===== src/rtl/usb_fifo_responder.sv =====
// Device-side model of an FT245-style USB FIFO: RX byte FIFO presented over rd_n/rxf_n,
// and wr_n/txe_n write capture decoded from 4-byte tagged frames into a 16-bit panel value.
module usb_fifo_responder #(
   parameter int RX_DEPTH        = 8,
   parameter int TXE_BUSY_CYCLES = 2
) (
   input  logic                      clk,
   input  logic                      reset,
   input  logic [7:0]                host_data,
   input  logic                      host_valid,
   output logic                      host_ready,
   input  logic                      rd_n,
   input  logic                      wr_n,
   input  logic [7:0]                data_in,
   output logic [7:0]                data_out,
   output logic                      data_out_enable,
   output logic                      rxf_n,
   output logic                      txe_n,
   output logic [15:0]               panel_value,
   output logic                      panel_valid,
   output logic                      frame_error,
   output logic                      rd_err,
   output logic                      wr_err,
   output logic [$clog2(RX_DEPTH):0] rx_count
);

   localparam int AW = $clog2(RX_DEPTH);
   localparam int CW = AW + 1;
   localparam int BW = $clog2(TXE_BUSY_CYCLES + 1);

   typedef enum logic [1:0] {EXP1, EXP2, EXP3, EXP4} state_t;

   // ---------------- RX FIFO and read handshake ----------------
   logic [7:0]    r_mem [RX_DEPTH];
   logic [AW-1:0] r_wptr, r_rptr;
   logic [CW-1:0] r_count, w_count_next;
   logic          r_rd_prev, r_rd_active, r_rxf_n, r_doe, r_rd_err;
   logic [7:0]    r_dout;
   logic          w_push, w_pop, w_rd_fall, w_rd_rise;

   assign host_ready = (r_count < CW'(RX_DEPTH));
   assign w_push     = host_valid & host_ready;
   assign w_rd_fall  = r_rd_prev & ~rd_n;
   assign w_rd_rise  = ~r_rd_prev & rd_n;
   // Only a read that started on a non-empty FIFO consumes the head.
   assign w_pop      = w_rd_rise & r_rd_active;

   always_comb begin
      w_count_next = r_count;
      case ({w_push, w_pop})
         2'b10:   w_count_next = r_count + CW'(1);
         2'b01:   w_count_next = r_count - CW'(1);
         default: w_count_next = r_count;
      endcase
   end

   always_ff @(posedge clk) begin
      if (w_push) r_mem[r_wptr] <= host_data;
   end

   always_ff @(posedge clk) begin
      if (reset) begin
         r_wptr      <= '0;
         r_rptr      <= '0;
         r_count     <= '0;
         r_rd_prev   <= 1'b1;
         r_rd_active <= 1'b0;
         r_rxf_n     <= 1'b1;
         r_doe       <= 1'b0;
         r_dout      <= 8'h00;
         r_rd_err    <= 1'b0;
      end else begin
         r_rd_prev <= rd_n;
         r_rd_err  <= 1'b0;
         if (w_push) r_wptr <= r_wptr + AW'(1);
         if (w_pop)  r_rptr <= r_rptr + AW'(1);
         r_count   <= w_count_next;
         // rxf_n also idles high for one cycle after every read strobe.
         r_rxf_n   <= (w_count_next == '0) | w_rd_rise;
         if (w_rd_fall) begin
            if (r_count != '0) begin
               r_dout      <= r_mem[r_rptr];
               r_doe       <= 1'b1;
               r_rd_active <= 1'b1;
            end else begin
               r_rd_err    <= 1'b1;
            end
         end else if (w_rd_rise) begin
            r_dout      <= 8'h00;
            r_doe       <= 1'b0;
            r_rd_active <= 1'b0;
         end
      end
   end

   assign data_out        = r_dout;
   assign data_out_enable = r_doe;
   assign rxf_n           = r_rxf_n;
   assign rd_err          = r_rd_err;
   assign rx_count        = r_count;

   // ---------------- Write handshake ----------------
   logic          r_wr_prev, r_txe_n, r_wr_err;
   logic [7:0]    r_wr_data;
   logic [BW-1:0] r_busy;
   logic          w_wr_rise, w_accept;

   assign w_wr_rise = ~r_wr_prev & wr_n;
   assign w_accept  = w_wr_rise & ~r_txe_n;

   always_ff @(posedge clk) begin
      if (reset) begin
         r_wr_prev <= 1'b1;
         r_wr_data <= 8'h00;
         r_txe_n   <= 1'b0;
         r_busy    <= '0;
         r_wr_err  <= 1'b0;
      end else begin
         r_wr_prev <= wr_n;
         r_wr_err  <= 1'b0;
         if (!wr_n) r_wr_data <= data_in;
         if (w_accept) begin
            r_busy  <= BW'(TXE_BUSY_CYCLES);
            r_txe_n <= 1'b1;
         end else begin
            // A rejected write leaves the busy countdown untouched.
            if (w_wr_rise) r_wr_err <= 1'b1;
            if (r_busy > BW'(1)) begin
               r_busy <= r_busy - BW'(1);
            end else if (r_busy == BW'(1)) begin
               r_busy  <= '0;
               r_txe_n <= 1'b0;
            end
         end
      end
   end

   assign txe_n  = r_txe_n;
   assign wr_err = r_wr_err;

   // ---------------- Frame decoder ----------------
   state_t        r_state, w_state_next;
   logic [11:0]   r_nib, w_nib_next;
   logic [15:0]   r_panel;
   logic          r_panel_vld, r_ferr, w_load, w_ferr;
   logic [3:0]    w_tag, w_exp_tag;

   assign w_tag     = r_wr_data[7:4];
   assign w_exp_tag = {2'b00, r_state} + 4'd1;

   always_comb begin
      w_state_next = r_state;
      w_nib_next   = r_nib;
      w_load       = 1'b0;
      w_ferr       = 1'b0;
      if (w_accept) begin
         if (w_tag == w_exp_tag) begin
            case (r_state)
               EXP1: begin w_nib_next[3:0]  = r_wr_data[3:0]; w_state_next = EXP2; end
               EXP2: begin w_nib_next[7:4]  = r_wr_data[3:0]; w_state_next = EXP3; end
               EXP3: begin w_nib_next[11:8] = r_wr_data[3:0]; w_state_next = EXP4; end
               default: begin w_load = 1'b1; w_state_next = EXP1; end
            endcase
         end else begin
            w_ferr = 1'b1;
            // A stray 0x1n tag starts a fresh frame rather than being lost.
            if (w_tag == 4'd1) begin
               w_nib_next[3:0] = r_wr_data[3:0];
               w_state_next    = EXP2;
            end else begin
               w_state_next    = EXP1;
            end
         end
      end
   end

   always_ff @(posedge clk) begin
      if (reset) begin
         r_state     <= EXP1;
         r_nib       <= '0;
         r_panel     <= 16'h0000;
         r_panel_vld <= 1'b0;
         r_ferr      <= 1'b0;
      end else begin
         r_state     <= w_state_next;
         r_nib       <= w_nib_next;
         r_panel_vld <= w_load;
         r_ferr      <= w_ferr;
         if (w_load) r_panel <= {r_wr_data[3:0], r_nib};
      end
   end

   assign panel_value = r_panel;
   assign panel_valid = r_panel_vld;
   assign frame_error = r_ferr;

endmodule


===== config.mk =====
export PLATFORM = sky130hd
export DESIGN_NAME = usb_fifo_responder
export DESIGN_NICKNAME = d
export VERILOG_FILES = /design/src/rtl/usb_fifo_responder.sv
export SDC_FILE = /design/constraint.sdc
export NUM_CORES = 1
export LEC_CHECK = 0
export CORE_MARGIN = 10
export CORE_UTILIZATION = 25
export DETAILED_ROUTE_END_ITERATION = 12
export HOLD_SLACK_MARGIN = 0.05
export SYNTH_ARGS = -nofsm -noshare
export SYNTH_HDL_FRONTEND = slang
export SYNTH_SLANG_ARGS = --single-unit

===== constraint.sdc =====
create_clock -name clk -period 5.86 [get_ports clk]
set_input_delay 0.879 -clock clk [delete_from_list [all_inputs] [get_ports clk]]
set_output_delay 0.879 -clock clk [all_outputs]
set_load 0.1 [all_outputs]

==> results of run 1 <==
## worst min path at each step
| stage | end | slack [ps] |
|---|---|---|
| after CTS | panel_value[8]$_SDFFE_PP0P_ | 460 |
| after detailed placement | panel_value[8]$_SDFFE_PP0P_ | 450 |
| after global routing | panel_value[9]$_SDFFE_PP0P_ | 480 |
| after global placement | r_busy[0]$_SDFFE_PP0P_ | 430 |
| after floorplan | r_busy[0]$_SDFFE_PP0P_ | 420 |
| final | panel_value[8]$_SDFFE_PP0P_ | 460 |
## per-stage QoR
step           total power, µW  cell area, µm²  util (%)  cells  hold slack [ps]
2_1_floorplan             1220            5270         -    418              423
3_3_place_gp              1280            6100      29.2    730              432
3_5_place_dp              1290            6100      29.2    730              447
4_1_cts                   2370            6690      32.0    762              455
5_1_grt                   2430            6690      32.0    762              478
6_report                  2340            6690      32.0    762              456
## cells by family (layout without fill, tap and decap cells)
logic type | Yosys count | in the layout | synth area share, %
AO/OA/AOI/OAI | 48 | 48 | 5.67
XOR/XNOR | 9 | 9 | 1.50
adder cells (fa/ha/maj) | 8 | 8 | 1.90
buffers and inverters | 32 | 101 | 2.75
flip-flops | 134 | 134 | 63.0
multiplexers | 45 | 45 | 12.4
AND/OR/NAND/NOR | 142 | 142 | 12.7
## area by class of cell
type                            instances  area (µm²)
Timing Repair Buffer                   61         593
Fill cell                            2064       14200
Clock inverter                         11         150
Multi-Input combinational cell        252        1810
Inverter                                8        30.0
Tap cell                              275         344
Sequential cell                       134        3320
Clock buffer                           21         440
## power by group through the flow
stage          Combinational (µW)  Clock [µW]  Sequential [µW]
5_1_grt                       247        1150             1040
3_5_place_dp                  233           0             1060
3_3_place_gp                  229           0             1050
2_1_floorplan                93.8           0             1120
6_report                      230        1070             1040
4_1_cts                       234        1100             1040
## state kept, by name (all words and copies together) (netlist names), 2 cells and up, named ones only
register	flops
r_mem	64
panel_value	16
r_nib	12
data_out	8
r_wr_data	8
rx_count	4
r_rptr	3
r_wptr	3
r_busy	2
r_state	2
## cells in the final DEF, fill, tap and decap left out, drive strengths merged
cell,netlist,final
dfxtp,70,70
edfxtp,64,64
clkdlybuf4s50,0,55
nor2,53,53
nand2,46,46
a21oi,28,28
mux2i,27,27
clkbuf,12,21
mux4,16,16
inv,8,10
a31oi,8,8
ha,8,8
nand3,8,8
nor3,6,6
o21ai,6,6
buf,12,6
nor2b,5,5
xor2,5,5
xnor2,4,4
nand2b,4,4
clkinv,0,4
a211oi,3,3
nand4,3,3
bufinv,0,3
nor4,3,3
and3,2,2
or3b,2,2
nor4b,2,2
mux2,2,2
clkinvlp,0,2
nor3b,2,2
nand3b,1,1
o21bai,1,1
or4b,1,1
o2111ai,1,1
and3b,1,1
or3,1,1
o32a,1,1
or2,1,1
nor4bb,1,1
## Yosys cell counts, types with 4 or more instances
cell,number,share of area [%]
sky130_fd_sc_hd__a21oi_1,20,1.9
sky130_fd_sc_hd__a21oi_2,8,1.3
sky130_fd_sc_hd__a31oi_1,8,0.95
sky130_fd_sc_hd__buf_1,5,0.36
sky130_fd_sc_hd__buf_2,5,0.47
sky130_fd_sc_hd__clkbuf_1,12,0.85
sky130_fd_sc_hd__dfxtp_1,70,27
sky130_fd_sc_hd__edfxtp_1,64,36
sky130_fd_sc_hd__ha_1,8,1.9
sky130_fd_sc_hd__inv_1,6,0.43
sky130_fd_sc_hd__mux2i_1,27,5.1
sky130_fd_sc_hd__mux4_2,16,6.8
sky130_fd_sc_hd__nand2_1,46,3.3
sky130_fd_sc_hd__nand2b_1,4,0.47
sky130_fd_sc_hd__nand3_1,7,0.66
sky130_fd_sc_hd__nor2_1,53,3.8
sky130_fd_sc_hd__nor2b_1,5,0.59
sky130_fd_sc_hd__nor3_1,6,0.57
sky130_fd_sc_hd__o21ai_0,6,0.57
sky130_fd_sc_hd__xnor2_1,4,0.66
sky130_fd_sc_hd__xor2_1,5,0.83
## tightest hold or removal path: cells and delay by family, from the launching register on
family	cells	cell delay, ps
AND/OR/NAND/NOR	1	50
flip-flops	1	310
AO/OA/AOI/OAI	1	50
## layer usage
layer  routed length, µm  vias up  share of wire (%)  GRT usage, %
met3                 636       14                5.4          3.20
met2                5880       72                 50          15.0
met5                   0        -                  0             0
li1                    -     1619                  -             -
met4                 177        0                1.5          3.82
met1                5050     1634                 43          10.3
==> results.md, run 1 <==
- The run finished with clean final reports.
- For this block, the initial DRC count from the detailed router was 194.
- The net switching share of the total power is 24.9%.
- The worst setup timing slack at the placement stage is 2220 ps.
- The detail route stage leaves a number of antenna-violating nets equal to 0.
- The fraction of layout instances using a drive strength above 1 is 14.4%.
- The starting density of the core is 25.2%.
- After layout, the worst setup slack is 2620 ps.
- On the worst path, the slowest cell contributes a delay of 500 ps.
- The clock passes through at most 2 buffers.
- The tool flagged a number of max-cap violations equal to 0.
- The wire length per cell is 15.4 µm.
- The synthesized netlist occupies a cell area of 0.00527 mm².
- The static power due to leakage is 0.00228 µW.
- In this run the core area contains 53 standard-cell rows.
- CTS built an H-tree with a depth of 4.
- The total global routing track utilization is 9.03%.
- In this run the horizontal extent of the chip is 165 µm.
- The total setup violations reported at the end of the flow is 0.
- Traced cell by cell, the critical path runs through clkdlybuf4s50_1 -> nor2b_1 -> inv_2 -> ha_1 -> nor4b_1 -> o21bai_1 -> and3b_1 -> o32a_1.
- The count of warnings emitted by yosys is 0.
- The number of nets in the layout is 503.
- The initial antenna violation count is 0.
- The number of CTS-inserted buffers is 17.
- The boundary pin count is 57.
- The maximum clock rate is 0.309 GHz.
- The sequential cell fraction of total power is 44.3%.
- The worst-case reg-to-reg path depth is 7.
- The combinational share of power is 9.8%.
- The flop-to-flop setup slack is 3200 ps.
- The root buffer cell is sky130_fd_sc_hd__clkbuf_16.
- The number of cells traversed by the worst hold path is 2.
- STA classifies the critical path endpoint as a flip-flop.
- Post-CTS repair changed the size of 0 cells.
- For this run, the leading register cell type out of synthesis is sky130_fd_sc_hd__dfxtp_1.
- For the pin with the worst max-slew slack, the measured transition is 1090 ps.
- Wires add up to 11700 µm.
- TritonCTS built the clock tree.
- The unique cell type count in the Yosys netlist is 44.
- The sum of negative setup slack is 0 ps.
- The data required time at the worst endpoint is 6160 ps.
- The setup fix buffers added after clock tree synthesis is 0.
- The clock-pin slew on the worst setup and hold paths is 60 ps.
- The terminus of the critical flop-to-flop path is rxf_n$_SDFF_PP1_.
- The count of pins over their slew limit came to 0.
- The number of flops mapped to enable cells by yosys is 64.
- The core region is 0.0209 mm².
- The post-synthesis register bit count is 134.
- The total global routing overflow is 0.
- Along the worst path, the maximum fanout reaches 10.
- The worst setup path is launched from an input port.
- The internal portion of total power is 1760 µW.
- The post-synthesis instance total is 418.
- After synthesis, flip-flops and latches occupy 63.0% of the total area.
- The worst register-to-register path begins at rx_count[3]$_SDFF_PP0_.
- The clock network burns 45.9% of the power.
- The master of the slowest instance on the critical path is sky130_fd_sc_hd__nor2b_1.
- For this design the ratio of total power to cell area is 349 mW/mm².
- The startpoint identified for the worst hold timing path is r_nib[8]$_SDFFE_PP0P_.
- The number of failing hold endpoints at the final stage was 0.
- A synthesized cell averages 12.6 µm².
- The hold buffer count at CTS is 0.
- Measured against its own limit, the worst slew margin works out to 27.1%.
- The vertical die dimension is 165 µm.
- The path type of the worst min-delay path is flip-flop to flip-flop.
- The antenna diode instance count is 0.
- The net switching power figure is 581 µW.
- The setup path with the least slack is of type input port to flip-flop.
- The die outline area is 0.0273 mm².
- The via count of the first global-routing pass is 3364.
- After legalization and detailed placement, the total HPWL measured 7800 µm.
- Tracing the worst setup path back leads to its startpoint at host_valid.
- The cell family contributing the most delay on the critical path is simple AND/OR/NAND/NOR gates.
- The routed layout has 3339 vias.
- Clock latency on the worst-skew pair, taken at its later pin, is 420 ps.
- The final critical-path share of the clock period is 55.2%.
- The routability congestion estimate from global placement is 0.767.
- The first-pass GRT wire length is 18700 µm.
- The clock net sink count is 134.
- The maximum clock skew at final layout is 10.2 ps.
- In this run the worst setup path terminates at rxf_n$_SDFF_PP1_.
- Setup repair after global routing left no endpoint under its margin.
- The length of the first detailed-routing pass in iterations is 4.
- After detailed routing, the number of vias per cell comes to 4.38.
- The worst-case vdd ir drop is 0.202 mV.
- The count of unresolved DRC violations after routing is 0.
- The net count of the mapped netlist is 447.
- The critical path crosses 8 cells after its start point.
- The quantity of I/O buffers inserted on ports is 56.
- After layout, the minimum clock period comes to 3240 ps.
- The maximum number of pins on one net before global-route repair is 70.
- At the worst endpoint, the arrival time is 3540 ps.
- The critical path contains buffers and inverters numbering 2 combined.
- Relative to the synthesized area, the layout overhead comes to 26.9%.
- In the synthesized netlist the async set-or-reset flop fraction comes to 0%.
(Power assumes the default switching activity.)
==> run 2, diff against run 1 <==
clock period = 3 ns   (was 5.86 ns; I/O delays follow)
==> run 2 against run 1 <==
Final cell count increased by 1.6%. Worst setup slack lost 2200 ps. Non-clock buffer count grew 12. Power grew 100%. Sequential power rose by 94%. Via count up 2.7%. Wire length increased by 1.7%. Flip-flop and latch count did not move. Hold slack worse by 7.1 ps. Design area up 0.37%. Global-route usage rose by 0.14 points. Critical path type unchanged. Critical endpoint unchanged. Largest cell class unchanged. Highest routed layer unchanged.
==> results.md, run 2 (synthesized netlist as in run 1, its figures left out) <==
- The run finished with clean final reports.
- The wire length per cell is 15.4 µm.
- The cell sitting at the root of the clock tree is a sky130_fd_sc_hd__clkbuf_16.
- The data required time at the worst endpoint is 3300 ps.
- The final standard cell count with taps included and fillers excluded is 774.
- Setup violations remaining at the end of the flow were counted as 0.
- The static power due to leakage is 0.00242 µW.
- The number of rows created at floorplan is 53.
- Leaving out fill and tap cells, the most frequent cell in the layout is sky130_fd_sc_hd__dfxtp_1.
- The sort of element at the end of the critical path is a flip-flop.
- The count of pins over their slew limit came to 0.
- Counting tap cells, the placed design contains a total of 742 instances.
- The number of filler cells placed in the layout is 2085.
- For the worst-skew pair, the clock arrives at the later sink with an insertion delay of 420 ps.
- Buffers inserted to repair hold after CTS numbered 0.
- Across the VDD grid, the largest voltage drop is 0.383 mV.
- The die covers 0.0273 mm².
- The total global routing track utilization is 9.17%.
- The horizontal die dimension is 165 µm.
- The number of failing hold endpoints at the final stage is 0.
- The worst hold path belongs to the class flip-flop to flip-flop.
- The number of nets in the layout is 515.
- The final critical-path share of the clock period is 85.7%.
- At the pin with the least slew margin, the transition time is 1040 ps.
- The count of max-cap constraint violations is 0.
- The clock net sink count is 134.
- The wire-length estimate of the detail-placed layout is 8170 µm.
- The met2 layer wire length in the routed design is 6100 µm.
- The fraction of layout instances using a drive strength above 1 is 23.4%.
- The quantity of I/O buffers inserted on ports is 56.
- The via count of the first global-routing pass is 3569.
- Dividing total power by cell area gives a power density of 695 mW/mm².
- The clock passes through at most 2 buffers.
- The maximum clock rate is 0.389 GHz.
- The final antenna-violating net count is 0.
- The count of unresolved DRC violations after routing is 0.
- The number of antenna diodes in the final layout is 0.
- STA classifies the critical path startpoint as an input port.
- The top routing layer in use is met4.
- The vertical die dimension is 165 µm.
- The boundary pin count is 57.
- Setup repair after global routing left no endpoint under its margin.
- The worst slew margin relative to its limit is 30.4%.
- The data arrival time of the critical path is 2870 ps.
- Along the worst path, the maximum fanout reaches 5.
- The critical path is of the input port to flip-flop type.
- For the final routed database, the setup TNS stands at 0 ps.
- The register with the most flip-flops in the layout has 64 of them.
- For the final database, setup skew stands at 7.29 ps.
- The maximum number of pins on one net before global-route repair is 56.
- Once the floorplan was initialized, standard cells occupied 25.2% of the core.
- TritonCTS built the clock tree.
- The number of instances resized during post-cts repair is 0.
- The setup fix buffers added after clock tree synthesis is 0.
- The via total after detailed routing is 3428.
- In the layout the commonest cells are sky130_fd_sc_hd__dfxtp_1, sky130_fd_sc_hd__edfxtp_1, sky130_fd_sc_hd__nor2_1, sky130_fd_sc_hd__buf_4, sky130_fd_sc_hd__nand2_1.
- The H-tree was split into 4 levels.
- The via density per instance is 4.43.
- The shortest clock period the worst path allows after layout is 2570 ps.
- The clock-pin slew on the worst setup and hold paths is 60 ps.
- For this block, wires on met1 add up to 5050 µm.
- The initial antenna violation count was 0.
- The layout overhead on the synthesized area is 27.4%.
- The total global routing overflow is 0.
- Summed over all nets, wire length on met3 after detailed routing comes to 590 µm.
- The first TritonRoute pass finished after 4 iterations.
- The number of CTS-inserted buffers is 17.
- The core region is 0.0209 mm².
- The register bank with the most flops is r_mem.
- The final worst-path setup slack is 429 ps.
- The first global-routing pass estimated 19200 µm of wire.
- The routed design has 11900 µm of wire.
- In this run, the number of DRC markers left after iteration 0 of detailed routing was 144.
- Routability-driven placement finished with a final weighted congestion of 0.816.
- Prior to clock tree synthesis, the placed netlist has a worst setup slack of 88.1 ps.
## run 2: through the flow
stage	power (µW)	instance area, µm²	hold WS, ps	utilization [%]
2_1_floorplan	2380	5270	423	-
3_3_place_gp	2510	6090	431	29.2
3_5_place_dp	2520	6090	443	29.2
4_1_cts	4730	6720	452	32.1
5_1_grt	4850	6720	466	32.1
6_report	4670	6720	449	32.1
## run 2: layout make-up
type                       instances  area [µm²]  share of cell area (%)
clock buffer                      21         450                    6.71
sequential                       134        3320                    49.5
timing repair buffer              73         593                    8.83
clock inverter                    11         171                    2.55
tap                              275         344                    5.12
inverter                           8        30.0                   0.447
multi-input combinational        252        1800                    26.8
## run 2: critical path, stage by stage
cell and delay (ps):
sky130_fd_sc_hd__clkdlybuf4s50_1 520, sky130_fd_sc_hd__nand3b_1 190, sky130_fd_sc_hd__inv_2 90, sky130_fd_sc_hd__nand2_1 60
sky130_fd_sc_hd__xnor2_1 130, sky130_fd_sc_hd__ha_1 190, sky130_fd_sc_hd__a21oi_1 180, sky130_fd_sc_hd__nor4b_1 470
sky130_fd_sc_hd__o21bai_1 130, sky130_fd_sc_hd__and3b_1 180, sky130_fd_sc_hd__o32a_1 270
## run 2: power by group
part	total (µW)	internal [µW]	switching [µW]
clock network	2190	1420	774
logic	457	144	313
registers	2020	1980	43.6
total	4670	3530	1130
## run 2: layer usage
| metal | track usage, % | vias up |
|---|---|---|
| li1 | - | 1645 |
| met1 | 10.2 | 1700 |
| met2 | 15.8 | 62 |
| met3 | 2.95 | 21 |
| met4 | 3.90 | 0 |
| met5 | 0 | - |
## run 2: worst paths after layout
check	start	to	slack (ps)	cells after the start
worst max-delay path	rd_n	rxf_n$_SDFF_PP1_	430	11
worst min-delay path	r_busy[0]$_SDFFE_PP0P_	r_busy[0]$_SDFFE_PP0P_	450	1
worst max register to register	rx_count[3]$_SDFF_PP0_	rxf_n$_SDFF_PP1_	530	10
worst min register to register	r_busy[0]$_SDFFE_PP0P_	r_busy[0]$_SDFFE_PP0P_	450	1
==> run 3, diff against run 2 <==
CAP_MARGIN = 30   (was unset)
==> run 3 against run 2 <==
Sequential power hardly changed. Largest cell class unchanged. Non-clock buffer count rose by 1. Final cell count up 0.13%. Largest power group unchanged. Register-to-register slack about the same. Worst setup slack hardly changed. Fmax about the same. Utilization increased by 0.096 points. Die area stayed put. Global-route usage is the same. Clock power barely moved.
==> results.md, run 3 (synthesized netlist as in run 1, its figures left out) <==
- The flow ran to the end, and the final reports show no timing, DRC or antenna violations.
- The fraction of layout instances using a drive strength above 1 is 23.6%.
- The worst-case reg-to-reg path depth is 10.
- After routing, the total negative slack on setup checks comes to 0 ps.
- The worst-case vdd ir drop is 0.385 mV.
- The detailed placer's ending HPWL is 8170 µm.
- The starting density of the core is 25.2%.
- The shortest clock period the worst path allows after layout is 2570 ps.
- The first-pass GRT wire length is 19200 µm.
- TritonCTS built the clock tree.
- The clock network is responsible for 46.9% of the overall power.
- The number of instances resized during post-cts repair is 0.
- In this run the post-CTS setup repair buffer count came out at 0.
- The number of rows created at floorplan is 53.
- The cell sitting at the root of the clock tree is a sky130_fd_sc_hd__clkbuf_16.
- The count of pins over their slew limit is 0.
- The largest individual stage delay along the critical path comes from the cell sky130_fd_sc_hd__clkdlybuf4s50_1.
- The hold buffer count at CTS is 0.
- After detailed routing, the total wire length is 11900 µm.
- The kind of cell with the highest combined delay along the critical path is simple AND/OR/NAND/NOR gates.
- The clock net sink count is 134.
- The tool flagged a number of max-cap violations equal to 0.
- The first-iteration detailed-routing DRC count is 172.
- Net switching is 24.2% of the power.
- The launching instance or port of the critical path is rd_n.
- The data required time at the worst endpoint is 3300 ps.
- The wire length per cell is 15.4 µm.
- The maximum buffer depth of the clock tree is 2.
- The kind of critical path is input port to flip-flop.
- The number of CTS-inserted buffers is 17.
- The antenna diode instance count is 0.
- The first detailed-routing pass took 4 iterations.
- Setup repair after global routing left no endpoint under its margin.
- Setup violations remaining at the end of the flow were counted as 0.
- The worst-margin pin slew is 841 ps.
- The number of buffers and inverters on the critical path is 2.
- The critical path goes through clkdlybuf4s50_1 -> nand3b_1 -> inv_2 -> nand2_1 -> xnor2_1 -> ha_1 -> a21oi_1 -> nor4b_1 -> o21bai_1 -> and3b_1 -> o32a_1.
- The maximum clock skew at final layout is 7.62 ps.
- The vertical die dimension is 165 µm.
- Summed over all nets, the switching power comes to 1130 µW.
- The layout has 2083 filler cells.
- In the finished design, the share of the clock period the worst path needs comes to 85.7%.
- Power spread over the standard cell area amounts to 693 mW/mm².
- The die outline area is 0.0273 mm².
- The hold path startpoint is r_busy[0]$_SDFFE_PP0P_.
- The clock reaches the later pin of the worst-skew pair after 420 ps.
- The critical path ends at rxf_n$_SDFF_PP1_.
- The count of buffers added on input and output ports is 56.
- The launching element type of the critical path is an input port.
- Power comes to 4670 µW.
- Routability-driven placement finished with a final weighted congestion of 0.816.
- The register with the most flip-flops in the layout has 64 of them.
- The worst path meets setup with 429 ps of slack.
- The final antenna-violating net count is 0.
- The clock-pin slew on the worst setup and hold paths is 60 ps.
- The count of cell instances traversed by the critical path is 11.
- The horizontal die dimension is 165 µm.
- The number of instances in the placed design is 742.
- The critical-path maximum fanout is 5.
- Once layout is complete, the utilization of the core stands at 32.2%.
- 57 I/O pins were placed.
- The sort of element at the end of the critical path is a flip-flop.
- The finished layout holds 775 standard cells, fillers aside.
- The worst slew margin relative to its limit is 43.9%.
- Using the TritonRoute via totals, the vias-per-cell ratio works out to 4.44.
- The floorplan step defined a core boundary enclosing 0.0209 mm².
- The data arrival time of the critical path is 2870 ps.
- The maximum clock rate is 0.389 GHz.
- The H-tree generated during clock tree synthesis spans 4 levels.
- The number of failing hold endpoints at the final stage is 0.
- The total overflow left after global routing is 0.
- The largest single stage delay on the critical path is 520 ps.
- Relative to the synthesized area, the layout overhead comes to 27.8%.
- The internal portion of total power is 3540 µW.
- The total global routing track utilization is 9.17%.
- Combinational logic is responsible for 9.9% of the overall power.
- The library cells used most frequently in the layout, excluding fill and tap cells, are sky130_fd_sc_hd__dfxtp_1, sky130_fd_sc_hd__edfxtp_1, sky130_fd_sc_hd__nor2_1, sky130_fd_sc_hd__buf_4, sky130_fd_sc_hd__nand2_1.
- In this run the static leakage power is 0.00243 µW.
- The count of unresolved DRC violations after routing is 0.
- The flop-to-flop setup slack is 530 ps.
- The routed layout has 3441 vias.
- The register bank with the most flops is r_mem.
- The via count of the first global-routing pass was 3569.
- The terminus of the critical flop-to-flop path is rxf_n$_SDFF_PP1_.
- The tightest min-delay check is of the flip-flop to flip-flop type.
- The initial antenna violation count is 0.
- The library cell used most frequently in the layout, excluding fill and tap cells, is sky130_fd_sc_hd__dfxtp_1.
- The net count of the finished layout is 516.
- The maximum number of pins on one net before global-route repair is 56.
- The sequential cell fraction of total power is 43.2%.
- The launch instance of the worst register-to-register path is rx_count[3]$_SDFF_PP0_.
- The worst setup timing slack at the placement stage is 88.1 ps.
-- run 3: cell types whose count changed in the layout (fill, tap and decap cells not counted) --
cell,previous run,this run
sky130_fd_sc_hd__buf_12,0,1
-- run 3: layer usage --
metal / routed length (µm) / up-vias / track usage (%)
met4: 200 / 0 / 3.90
met2: 6070 / 67 / 15.8
met3: 608 / 20 / 2.95
met1: 5030 / 1709 / 10.2
li1: - / 1645 / -
met5: 0 / - / 0
-- run 3: metrics by stage --
step / hold WS [ps] / cell area, µm²
after floorplan: 423 / 5270
after global placement: 431 / 6090
after detailed placement: 443 / 6090
after CTS: 452 / 6720
after global routing: 466 / 6740
final: 449 / 6740
-- run 3: how the worst min path moves through the flow --
stage                                         to  slack, ps  cells after the start
after floorplan           r_busy[0]$_SDFFE_PP0P_        420                      1
after global placement    r_busy[0]$_SDFFE_PP0P_        430                      1
after detailed placement  r_busy[0]$_SDFFE_PP0P_        440                      1
after CTS                 r_busy[0]$_SDFFE_PP0P_        450                      1
after global routing      r_busy[0]$_SDFFE_PP0P_        470                      1
final                     r_busy[0]$_SDFFE_PP0P_        450                      1
-- run 3: worst register-to-register path: stages, from the launching register on --
cell,delay (ps)
sky130_fd_sc_hd__dfxtp_1,440
sky130_fd_sc_hd__nor2b_1,110
sky130_fd_sc_hd__inv_2,160
sky130_fd_sc_hd__nand2_1,90
sky130_fd_sc_hd__xnor2_1,130
sky130_fd_sc_hd__ha_1,190
sky130_fd_sc_hd__a21oi_1,180
sky130_fd_sc_hd__nor4b_1,470
sky130_fd_sc_hd__o21bai_1,130
sky130_fd_sc_hd__and3b_1,180
sky130_fd_sc_hd__o32a_1,270
-- run 3: final cells by class --
cell class	count	area [µm²]	area share [%]
Inverter	8	30.0	0.446
Clock inverter	11	171	2.55
Timing Repair Buffer	74	613	9.10
Clock buffer	21	450	6.69
Sequential cell	134	3320	49.3
Multi-Input combinational cell	252	1800	26.8
Tap cell	275	344	5.11
-- run 3: power groups by stage --
stage                     registers (µW)  clock network (µW)  logic, µW
after floorplan                     2190                   0        183
after global placement              2050                   0        456
after detailed placement            2060                   0        464
after CTS                           2020                2250        465
after global routing                2030                2330        493
final                               2020                2190        460
==> patch, RTL diff (config.mk and constraints of run 2) <==
`TXE_BUSY_CYCLES`: 2 -> 1.
--- a/src/rtl/usb_fifo_responder.sv
+++ b/src/rtl/usb_fifo_responder.sv
@@ -3,5 +3,5 @@
 module usb_fifo_responder #(
    parameter int RX_DEPTH        = 8,
-   parameter int TXE_BUSY_CYCLES = 2
+   parameter int TXE_BUSY_CYCLES = 1
 ) (
    input  logic                      clk,
Check against the original RTL: not equivalent (a bounded check fails within 4 cycles, from zero or initial values and one cycle with reset high).
==> patch against run 2 <==
  * Wire length shrank 7.1%
  * Total power decreased by 4.3%
  * Die area decreased by 0.10%
  * First-iteration DRC count rose by 21%
  * Sequential cell count decreased by 1
  * Fmax grew 7.3%
  * Sequential power decreased by 2%
  * Design area is 0.35% lower
  * Synthesized cell count shrank 11%
  * Global-route usage shrank 0.74 points
  * Sequential share of layout area shrank 0.12 points
  * Synthesized area down 0.12%
  * Setup slack gained 0.17 ns
  * Critical path type unchanged
==> patch: results <==
[outcome]
status = "finished, final reports clean"

[place]
dp_hpwl_mm = 7.37
gp_congestion = 0.716
postPlaceCellArea_sq_um = 6080

[synthesis]
synthAdderAreaFrac = 0.0214
synthTopCellsByCount = "69 x dfxtp_1, 64 x edfxtp_1, 49 x mux2i_1"
ys_types = 43
synth-compound-area-share = 0.0269
synth.area.top_cells = "edfxtp_1 37%, dfxtp_1 26%, mux2i_1 9.3%"
seq_area_frac_synth = 0.627
yosys.area_share.xor_xnor = 0.0166
synth_mux_area_frac = 0.164

[global_routing]
use_met3 = 0.0211
use_met1 = 0.102
first_global_vias = 3309
track_usage = 0.0843
grt_use_met2 = 0.141
grt_max_degree = 41

[cells_and_area]
buf_share = 0.0864
n_all_buffers = 71
final_net_count = 471
multi_input_area_share = 0.274
layout-drive-gt1-share = 0.236
seqCellArea_sq_um = 3300
final-clk-cell-share = 0.0909
n_all_inverters = 6
fill_cells = 2059
nMultiInputCombCells = 212
clkbuf_count = 17

[pwr]
switchingPower_uw = 1130
peakVddDrop_mv = 0.319
power_frac_seq = 0.444
clkPwrFrac = 0.478

[clock_network]
clock-sinks = 133

[route]
via_per_inst = 4.19
wl_per_cell_um = 15.2

[sta]
slew_headroom = 0.465
skew_ns = 0.00905

[worst_setup_path]
startpoint = "host_valid"
worstPathArrival_ns = 2.70
==> patch: cell types whose count changed in the layout (fill, tap and decap cells not counted), sizes merged, moves of 21 or more <==
| cell | delta |
|---|---|
| a21oi | -22 |
| mux2i | +23 |
| nor2 | -21 |
| nand2 | -38 |
| nand2b | +32 |
==> patch: through the flow <==
| step | total power (uW) | setup WS [ns] | instances | hold WS, ns | utilization |
|---|---|---|---|---|---|
| 6_report | 4470 | 0.603 | 729 | 0.468 | 0.320 |
| 5_1_grt | 4640 | 0.447 | 729 | 0.489 | 0.320 |
| 4_1_cts | 4530 | 0.624 | 729 | 0.473 | 0.320 |
| 3_5_place_dp | 2370 | 0.229 | 697 | 0.453 | 0.291 |
| 3_3_place_gp | 2370 | 0.329 | 697 | 0.431 | 0.291 |
| 2_1_floorplan | 2270 | 0.213 | 373 | 0.416 | - |
==> patch: logic make-up (layout without fill, tap and decap cells) <==
group / after synthesis / in the layout
mux: 66 / 66
buf+inv: 28 / 109
simple gates: 108 / 108
xor+xnor: 10 / 10
flops: 133 / 133
compound gates: 19 / 19
fa+ha+maj: 9 / 9
==> patch: per-layer routing <==
| metal | vias to the layer above | routed length (um) |
|---|---|---|
| li1 | 1490 | - |
| met1 | 1518 | 4920 |
| met2 | 44 | 5670 |
| met3 | 5 | 388 |
| met4 | 0 | 119 |
| met5 | - | 0 |
==> patch: critical path, stage by stage <==
cell and delay [ns]:
clkdlybuf4s50_1 0.45, nor2b_1 0.19, inv_1 0.09, ha_1 0.27, xor2_1 0.18, ha_1 0.20, a21oi_1 0.18, mux2i_1 0.24
xnor2_1 0.10, o41ai_1 0.35
==> patch: path summary, 6_finish.rpt <==
path / slack [ns] / to
max: 0.60 / rxf_n
min: 0.47 / data_out[0]
max reg2reg: 0.65 / panel_value[1]
min reg2reg: 0.47 / data_out[0]
